### config.mk
export PLATFORM = sky130hd
export DESIGN_NAME = compare_concat_seq_ctrl
export DESIGN_NICKNAME = d
export VERILOG_FILES = /design/src/rtl/compare_concat_seq_ctrl_pkg.sv /design/src/rtl/compare_concat_seq_ctrl_core.sv /design/src/rtl/compare_concat_seq_ctrl.sv
export SDC_FILE = /design/constraint.sdc
export NUM_CORES = 1
export LEC_CHECK = 0
export ABC_AREA = 1
export BUFFER_PORTS_ARGS = -buffer_cell sky130_fd_sc_hd__buf_2
export CAP_MARGIN = 0
export CORE_MARGIN = 4
export CORE_UTILIZATION = 30
export CTS_BUF_LIST = sky130_fd_sc_hd__clkbuf_8
export CTS_CLUSTER_DIAMETER = 200
export DETAILED_ROUTE_END_ITERATION = 10
export SYNTH_ARGS = -nofsm -noshare
export SYNTH_HDL_FRONTEND = slang
export SYNTH_SLANG_ARGS = --single-unit
### constraint.sdc
create_clock -name clk -period 1.53 [get_ports clk]
set_input_delay 0.2295 -clock clk [delete_from_list [all_inputs] [get_ports clk]]
set_output_delay 0.2295 -clock clk [all_outputs]
set_load 0.02 [all_outputs]
### src/rtl/compare_concat_seq_ctrl_pkg.sv
// Shared definitions for the rotated-concatenation comparator controller:
// FSM state encoding and default widths.
package compare_concat_seq_ctrl_pkg;

  typedef enum logic [1:0] {
    S_A   = 2'd0,
    S_B   = 2'd1,
    S_C   = 2'd2,
    S_OUT = 2'd3
  } state_t;

  localparam int DEF_W     = 2;
  localparam int DEF_CNT_W = 8;

endpackage : compare_concat_seq_ctrl_pkg

### src/rtl/compare_concat_seq_ctrl_core.sv
// Combinational comparator: reports whether {a,b,c} equals its rotation {b,c,a}.
module compare_concat_core #(
  parameter int W = 2
) (
  input  logic [W-1:0] a,
  input  logic [W-1:0] b,
  input  logic [W-1:0] c,
  output logic         eq
);

  logic [3*W-1:0] abc_s;
  logic [3*W-1:0] bca_s;

  assign abc_s = {a, b, c};
  assign bca_s = {b, c, a};
  assign eq    = (abc_s == bca_s);

endmodule : compare_concat_core

### src/rtl/compare_concat_seq_ctrl.sv
// Sequencing controller: collects three symbols over valid/ready, compares
// {a,b,c} with {b,c,a}, holds the result until accepted and keeps statistics.
module compare_concat_seq_ctrl
  import compare_concat_seq_ctrl_pkg::*;
#(
  parameter int W     = DEF_W,
  parameter int CNT_W = DEF_CNT_W
) (
  input  logic             clk,
  input  logic             rst,
  input  logic             in_valid,
  output logic             in_ready,
  input  logic [W-1:0]     in_data,
  output logic             out_valid,
  input  logic             out_ready,
  output logic             out_result,
  output logic [3*W-1:0]   out_abc,
  output logic [CNT_W-1:0] match_count,
  output logic [CNT_W-1:0] triple_count,
  output logic             busy
);

  state_t           state_q, state_d;
  logic [W-1:0]     a_q, a_d;
  logic [W-1:0]     b_q, b_d;
  logic [3*W-1:0]   abc_q, abc_d;
  logic             result_q, result_d;
  logic [CNT_W-1:0] match_q, match_d;
  logic [CNT_W-1:0] triple_q, triple_d;
  logic             cmp_eq_s;

  // The comparator always looks at the candidate triple completed by the current symbol.
  compare_concat_core #(.W(W)) u_core (
    .a  (a_q),
    .b  (b_q),
    .c  (in_data),
    .eq (cmp_eq_s)
  );

  // Next-state, datapath and counter updates.
  always_comb begin
    state_d  = state_q;
    a_d      = a_q;
    b_d      = b_q;
    abc_d    = abc_q;
    result_d = result_q;
    match_d  = match_q;
    triple_d = triple_q;
    case (state_q)
      S_A: begin
        if (in_valid) begin
          a_d     = in_data;
          state_d = S_B;
        end else begin
          state_d = S_A;
        end
      end
      S_B: begin
        if (in_valid) begin
          b_d     = in_data;
          state_d = S_C;
        end else begin
          state_d = S_B;
        end
      end
      S_C: begin
        if (in_valid) begin
          abc_d    = {a_q, b_q, in_data};
          result_d = cmp_eq_s;
          state_d  = S_OUT;
        end else begin
          state_d = S_C;
        end
      end
      S_OUT: begin
        if (out_ready) begin
          triple_d = triple_q + CNT_W'(1);
          // match_count saturates instead of wrapping.
          if (result_q && (match_q != {CNT_W{1'b1}})) begin
            match_d = match_q + CNT_W'(1);
          end else begin
            match_d = match_q;
          end
          state_d = S_A;
        end else begin
          state_d = S_OUT;
        end
      end
      default: begin
        state_d = S_A;
      end
    endcase
  end

  // State and datapath registers with synchronous reset.
  always_ff @(posedge clk) begin
    if (rst) begin
      state_q  <= S_A;
      a_q      <= '0;
      b_q      <= '0;
      abc_q    <= '0;
      result_q <= 1'b0;
      match_q  <= '0;
      triple_q <= '0;
    end else begin
      state_q  <= state_d;
      a_q      <= a_d;
      b_q      <= b_d;
      abc_q    <= abc_d;
      result_q <= result_d;
      match_q  <= match_d;
      triple_q <= triple_d;
    end
  end

  assign in_ready     = (state_q != S_OUT);
  assign out_valid    = (state_q == S_OUT);
  assign busy         = (state_q != S_A);
  assign out_result   = result_q;
  assign out_abc      = abc_q;
  assign match_count  = match_q;
  assign triple_count = triple_q;

endmodule : compare_concat_seq_ctrl

==> qor_table.md, run 1 <==
| Result | Value |
|---|---|
| Starting DRC count in detailed routing | 55 |
| Crit path arrival time | 1140 ps |
| Vias after detailed routing | 1264 |
| Diode count | 0 |
| Startpoint of the worst register-to-register path | match_count[1]$_SDFFE_PP0P_ |
| Final instance count without filler cells | 277 |
| Chip width | 76.26 um |
| Most area-consuming cells after synthesis | sky130_fd_sc_hd__dfxtp_1 42%, sky130_fd_sc_hd__nand2_1 9.4%, sky130_fd_sc_hd__a21oi_1 8.2% |
| Drt total wl | 2.957 mm |
| Final Hold Vio Count | 0 |
| Outcome | complete, no violations |
| Clock transition at the register clock pins on the worst setup and hold paths after CTS | 70 ps |
| # port buffers | 31 |
| Hold EP | out_abc[1]$_SDFFE_PP0P_ |
| Num ports | 32 |
| Core Box Area | 4444 um^2 |
| Logic depth of the worst register-to-register path | 8 |
| Routability congestion estimate from global placement | 0.7601 |
| Mapped Area | 1398 um^2 |
| Synthesis Warnings | 0 |
| Layout cell share with drive strength beyond 1 | 25.78% |
| Number of max-slew violations in the final report | 0 |
| Hold buffer count at cts | 0 |
| Synthesis-stage register bit count | 29 |
| Fin crit period | 1366 ps |
| Count of maximum capacitance violations | 0 |
| Buffer cell driving the clock tree root | sky130_fd_sc_hd__clkbuf_8 |
| Reg-to-reg slack, setup | 190 ps |
| Number of nets at the end of the flow | 232 |
| Setup Fix Bufs, Post-CTS | 0 |
| Site Rows | 24 |
| Hold path depth | 3 |
| Cts bufs inserted | 5 |
| Fill cell count | 481 |
| Die area | 5815 um^2 |
| Register Area | 580.6 um^2 |
| Insertion delay of the later-clocked pin in the worst-skew pair | 280 ps |
| Total negative slack for setup checks | 0 ps |
| TritonCTS clock tree | done |
| Largest net degree at the start of global routing | 13 |
| Worst Setup Path Type | reg2out |
| Max Clock Freq | 0.7322 GHz |
| Path category of the worst min-delay check | in2reg |
| Die outline height | 76.26 um |
| Unrepaired setup endpoints after global routing | false |
| Final setup fails | 0 |
| Number of cells upsized or downsized after cts | 0 |
| Areal power density over the cells | 890.0 nW/um^2 |
| Maximum net fanout on the critical path | 6 |
| Final cycle utilization of the critical path | 89.27% |
| Hold Startpoint | in_data[1] |
| Area fraction of the dominant cell type after synthesis | 41.54% |
| Endpoint of the worst register-to-register path | match_count[5]$_SDFFE_PP0P_ |
| Post-Route Skew | 7.189 ps |
| Transition time of the tightest slew-check pin | 275.8 ps |
| Total global routing track utilization | 11.13% |
| Average routed wire per standard cell | 10.68 um |
| Post-Synthesis Net Count | 195 |
| Biggest area consumer among synthesized cells | sky130_fd_sc_hd__dfxtp_1 |
| Worst setup EP type | primary output |
| Pleak | 0.0007760 uW |
| Layout area overhead | 21.22% |
| Grt ovf | 0 |
| Post-Place Cell Area | 1612 um^2 |
| Worst rel slew slack | 81.59% |
| Register area share after synthesis | 41.54% |
| Starting density of the core | 31.45% |
| Worst Setup Start Kind | flip-flop |
| Number of antenna violations at the first check in global routing | 0 |
| # DRC | 0 |
| Clock Sinks | 29 |
| Number of global-route vias before repair | 1174 |
| Mean instance size in the synthesized netlist | 7.474 um^2 |
| Post-route design area | 1694 um^2 |
| Antenna violation net count after detailed routing | 0 |
| Average via count per standard cell | 4.563 |
| Clk buf depth | 2 |
| # placed instances | 269 |
| Required @ worst endpoint | 1300 ps |
| Number of distinct standard cells referenced by the synthesized netlist | 28 |
| Detailed-router iteration count before antenna repair | 4 |
| Synthesized netlist cell count | 187 |
| Sum of net half-perimeters after detailed placement | 2.199 mm |
| Combined area of the multi-input logic cells | 705.7 um^2 |
| Maximum level of the CTS H-tree | 2 |
| Worst VDD drop | 0.4485 mV |
| First-pass GRT wire length | 5.216 mm |
## layout make-up
| cell class | instances | area share, % |
|---|---|---|
| Clock buffer | 5 | 4.062 |
| Multi-Input combinational cell | 131 | 41.65 |
| Inverter | 24 | 5.318 |
| Timing Repair Buffer | 33 | 10.04 |
| Clock inverter | 3 | 0.8124 |
| Sequential cell | 29 | 34.27 |
| Tap cell | 52 | 3.840 |
## report_power, final
group	total (uW)	internal (uW)	switching (uW)
registers	791	775	16.3
logic	118	39.3	78.4
clock network	599	308	291
total	1510	1120	386
## registers in the layout, indices dropped and copies added (netlist names)
signal / flops
match_count: 8
triple_count: 8
out_abc: 6
a_q: 2
b_q: 2
state_q: 2
out_result: 1
## through the flow
stage	hold WS, ps	util (%)	total power, uW	worst slack, ps
floorplan	373.5	-	889.5	44.84
global placement	464.1	36.26	926.5	227.7
detailed placement	458.0	36.26	926.9	198.3
CTS	223.0	38.12	1533	139.2
global route	250.6	38.12	1590	67.49
finish	238.0	38.12	1508	164.2
## worst max-delay path by stage
stage,startpoint,to,slack (ps),depth (start not counted)
after floorplan,match_count[1]$_SDFFE_PP0P_,match_count[2]$_SDFFE_PP0P_,40,8
after global placement,match_count[0]$_SDFFE_PP0P_,match_count[7]$_SDFFE_PP0P_,230,8
after detailed placement,match_count[0]$_SDFFE_PP0P_,match_count[6]$_SDFFE_PP0P_,200,8
after CTS,state_q[0]$_SDFF_PP0_,out_valid,140,3
after global routing,match_count[1]$_SDFFE_PP0P_,match_count[4]$_SDFFE_PP0P_,70,8
final,state_q[0]$_SDFF_PP0_,out_valid,160,3
## worst max-delay path: stages (launching register included)
cell and delay (ps):
sky130_fd_sc_hd__dfxtp_1 480, sky130_fd_sc_hd__nand2_2 150, sky130_fd_sc_hd__inv_1 70, sky130_fd_sc_hd__buf_2 150
## cells by family after synthesis
logic type	after synthesis	share of synthesized area, %
AOI/OAI and AO/OA	42	16.83
xor gates and xnor gates	2	1.254
adders and majority gates	2	1.790
buffers and inverters	27	7.967
DFF	29	41.54
and+or+nand+nor	85	30.62
## per-layer routing
layer  global-route usage, %  wire length [um]
met3                   3.664               145
met1                   14.33              1510
met2                   16.08              1260
met4                   6.522                42
met5                       0                 0
## cells in the mapped netlist, drive strengths merged
library cell / count
a21oi: 24
o21bai: 2
o211ai: 1
dfxtp: 29
o21ai: 14
nand4: 2
nor3: 1
ha: 2
clkbuf: 3
nand3: 13
inv: 24
nand2: 40
nor2: 27
or2: 2
o21a: 1
xnor2: 1
xor2: 1
## layout by cell type (no fill, tap or decap), types with 3 or more instances in the layout
master	Yosys	final
sky130_fd_sc_hd__o21ai_0	11	11
sky130_fd_sc_hd__clkbuf_8	1	5
sky130_fd_sc_hd__inv_1	23	24
sky130_fd_sc_hd__o21ai_1	3	3
sky130_fd_sc_hd__nand3_1	11	11
sky130_fd_sc_hd__a21oi_1	23	23
sky130_fd_sc_hd__dfxtp_1	29	29
sky130_fd_sc_hd__nand2_2	4	4
sky130_fd_sc_hd__nor2_2	3	3
sky130_fd_sc_hd__nor2_1	21	21
sky130_fd_sc_hd__buf_2	0	31
sky130_fd_sc_hd__nand2_1	35	35
Note: power is estimated with default switching activity, not from simulation.
==> inputs of run 2 (changes only) <==
--- a/config.mk
+++ b/config.mk
@@ -9,7 +9,7 @@
 export BUFFER_PORTS_ARGS = -buffer_cell sky130_fd_sc_hd__buf_2
 export CAP_MARGIN = 0
 export CORE_MARGIN = 4
-export CORE_UTILIZATION = 30
+export CORE_UTILIZATION = 41
 export CTS_BUF_LIST = sky130_fd_sc_hd__clkbuf_8
 export CTS_CLUSTER_DIAMETER = 200
 export DETAILED_ROUTE_END_ITERATION = 10
==> qor_table.md, run 2 (synthesis gave the netlist of run 1 again) <==
| Result | Value | vs previous |
|---|---|---|
| Grt ovf | 0 | unchanged |
| Clock Sinks | 29 | unchanged |
| Final setup fails | 0 | unchanged |
| Sum of net half-perimeters after detailed placement | 2.366 mm | was 2.199 mm |
| Crit path arrival time | 1530 ps | was 1140 ps |
| Worst hold margin | 234.5 ps | was 238.0 ps |
| Unrepaired setup endpoints after global routing | false | unchanged |
| Worst setup EP type | flip-flop | was primary output |
| Max Clock Freq | 0.7338 GHz | was 0.7322 GHz |
| Areal power density over the cells | 940.3 nW/um^2 | was 890.0 nW/um^2 |
| Max incr delay on CP | 380 ps | was 480 ps |
| Hold path depth | 3 | unchanged |
| Starting density of the core | 44.33% | was 31.45% |
| Total internal power | 1222 uW | was 1122 uW |
| Switching part of the total power | 24.09% | was 25.59% |
| Starting DRC count in detailed routing | 95 | was 55 |
| Outcome | complete, no violations | unchanged |
| TritonCTS clock tree | done | unchanged |
| Average routed wire per standard cell | 11.56 um | was 10.68 um |
| Cts bufs inserted | 5 | unchanged |
| Final cycle utilization of the critical path | 89.06% | was 89.27% |
| Pleak | 0.0007812 uW | was 0.0007760 uW |
| Clock transition at the register clock pins on the worst setup and hold paths after CTS | 60 ps | was 70 ps |
| Post-Route Skew | 2.393 ps | was 7.189 ps |
| Clk buf depth | 2 | unchanged |
| Antenna violation net count after detailed routing | 0 | unchanged |
| Routability congestion estimate from global placement | 0.8130 | was 0.7601 |
| Total global routing track utilization | 15.87% | was 11.13% |
| Average via count per standard cell | 4.777 | was 4.563 |
| Insertion delay of the later-clocked pin in the worst-skew pair | 280 ps | about the same |
| # port buffers | 31 | unchanged |
| Drt total wl | 3.110 mm | was 2.957 mm |
| CP Buf/Inv Count | 0 | was 2 |
| Chip width | 66.39 um | was 76.26 um |
| Number of antenna violations at the first check in global routing | 0 | unchanged |
| CP cell instances | ha_1, nand2_1, nor2_4, nand2_1, nand3_4, nand2_1, nand2_1, nor2_1 | was nand2_2, inv_1, buf_2 |
| Worst rel slew slack | 73.22% | was 81.59% |
| Total negative slack for setup checks | 0 ps | unchanged |
| Diode count | 0 | unchanged |
| Net Sw Power | 387.7 uW | was 385.9 uW |
| Top cell by count, worst path | sky130_fd_sc_hd__nand2_1 |  |
| Die outline height | 66.39 um | was 76.26 um |
| Layout area overhead | 22.47% | was 21.22% |
| Layout cell share with drive strength beyond 1 | 27.11% | was 25.78% |
| Number of global-route vias before repair | 1258 | was 1174 |
| Worst VDD drop | 0.4368 mV | was 0.4485 mV |
| Number of nets at the end of the flow | 232 | unchanged |
| Most frequent standard cell in the layout excluding fill and tap cells | sky130_fd_sc_hd__nand2_1 | unchanged |
| Die area | 4407 um^2 | was 5815 um^2 |
| Detailed-router iteration count before antenna repair | 4 | unchanged |
| Final Hold Vio Count | 0 | unchanged |
| Combinational share of power | 7.6% | was 7.8% |
| Vias after detailed routing | 1285 | was 1264 |
| Core Box Area | 3153 um^2 | was 4444 um^2 |
| Path category of the worst min-delay check | in2reg | unchanged |
| Maximum net fanout on the critical path | 8 | was 6 |
| Num ports | 32 | unchanged |
| Buffer cell driving the clock tree root | sky130_fd_sc_hd__clkbuf_8 | unchanged |
| Count of cell instances traversed by the critical path | 8 | was 3 |
| Worst path slowest cell | sky130_fd_sc_hd__dfxtp_1 | unchanged |
| Relative contribution of the clock network to total power | 43.3% | was 39.7% |
| Worst Setup Path Type | reg2reg | was reg2out |
| Maximum level of the CTS H-tree | 2 | unchanged |
| Top delay family on crit path | simple AND/OR/NAND/NOR gates | was flip-flops |
| Required @ worst endpoint | 1700 ps | was 1300 ps |
| Number of max-slew violations in the final report | 0 | unchanged |
| Hold buffer count at cts | 0 | unchanged |
| Logic depth of the worst register-to-register path | 8 | unchanged |
| Transition time of the tightest slew-check pin | 401.2 ps | was 275.8 ps |
| Share of power burned in registers | 49.1% | was 52.5% |
| Highest-count cells in the layout ignoring fill and taps | 35 x sky130_fd_sc_hd__nand2_1, 31 x sky130_fd_sc_hd__buf_2, 28 x sky130_fd_sc_hd__dfxtp_1 | was 35 x sky130_fd_sc_hd__nand2_1, 31 x sky130_fd_sc_hd__buf_2, 29 x sky130_fd_sc_hd__dfxtp_1 |
| # DRC | 0 | unchanged |
| First-pass GRT wire length | 5.416 mm | was 5.216 mm |
| Worst Setup Start Kind | flip-flop | unchanged |
| Site Rows | 20 | was 24 |
| Fin crit period | 1363 ps | was 1366 ps |
| Largest net degree at the start of global routing | 14 | was 13 |
| Count of maximum capacitance violations | 0 | unchanged |
[run 2: cell types whose count changed in the layout (fill, tap and decap cells not counted), sizes merged]
cell	before	now
clkbuf	5	7
clkinv	2	1
inv	25	24
[run 2: timing repair]
| action | CTS | global route |
|---|---|---|
| resized for setup | 0 | 3 |
| buffers inserted | 0 | 0 |
| setup endpoints to repair | 0 | 5 |
[run 2: worst paths after layout]
| path | startpoint | to | slack, ps |
|---|---|---|---|
| min reg2reg | out_abc[1]$_SDFFE_PP0P_ | out_abc[1]$_SDFFE_PP0P_ | 460 |
| max | match_count[0]$_SDFFE_PP0P_ | match_count[1]$_SDFFE_PP0P_ | 170 |
| max reg2reg | match_count[0]$_SDFFE_PP0P_ | match_count[1]$_SDFFE_PP0P_ | 170 |
| min | in_data[1] | out_abc[1]$_SDFFE_PP0P_ | 230 |
[run 2: layer usage]
layer / routed length [um] / global-route usage [%] / up-vias
li1: - / - / 677
met4: 36 / 5.330 / 0
met1: 1491 / 19.09 / 579
met2: 1433 / 26.89 / 25
met5: 0 / 0 / -
met3: 150 / 4.422 / 4
[run 2: stage by stage]
stage          instances  util [%]  instance area, um^2  total power, uW  setup slack, ps
3_5_place_dp         261     50.79                 1602            930.9            69.06
6_report             269     54.29                 1712             1610            167.3
3_3_place_gp         261     50.79                 1602            926.7            156.3
5_1_grt              269     54.29                 1712             1693            15.35
4_1_cts              269     54.01                 1703             1629            59.46
2_1_floorplan        187         -                 1398            889.5            44.84
[run 2: worst reg2reg max path: stages (launching register included)]
cell and delay, ps:
sky130_fd_sc_hd__dfxtp_1 380, sky130_fd_sc_hd__ha_1 200, sky130_fd_sc_hd__nand2_1 120, sky130_fd_sc_hd__nor2_4 150
sky130_fd_sc_hd__nand2_1 120, sky130_fd_sc_hd__nand3_4 130, sky130_fd_sc_hd__nand2_1 70, sky130_fd_sc_hd__nand2_1 60
sky130_fd_sc_hd__nor2_1 40
[run 2: power groups by stage]
stage | registers (uW) | clock network (uW) | logic, uW
floorplan | 814 | 0 | 75.7
global placement | 807 | 0 | 120
detailed placement | 808 | 0 | 123
CTS | 791 | 714 | 124
global route | 793 | 762 | 137
finish | 791 | 696 | 122
[run 2: cell type report]
class	instances	area, um^2
sequential	29	581.8
clock buffer	7	96.34
inverter	24	90.09
multi-input combinational	131	713.2
tap	44	55.05
clock inverter	1	5.005
fill	336	1441
timing repair buffer	33	170.2
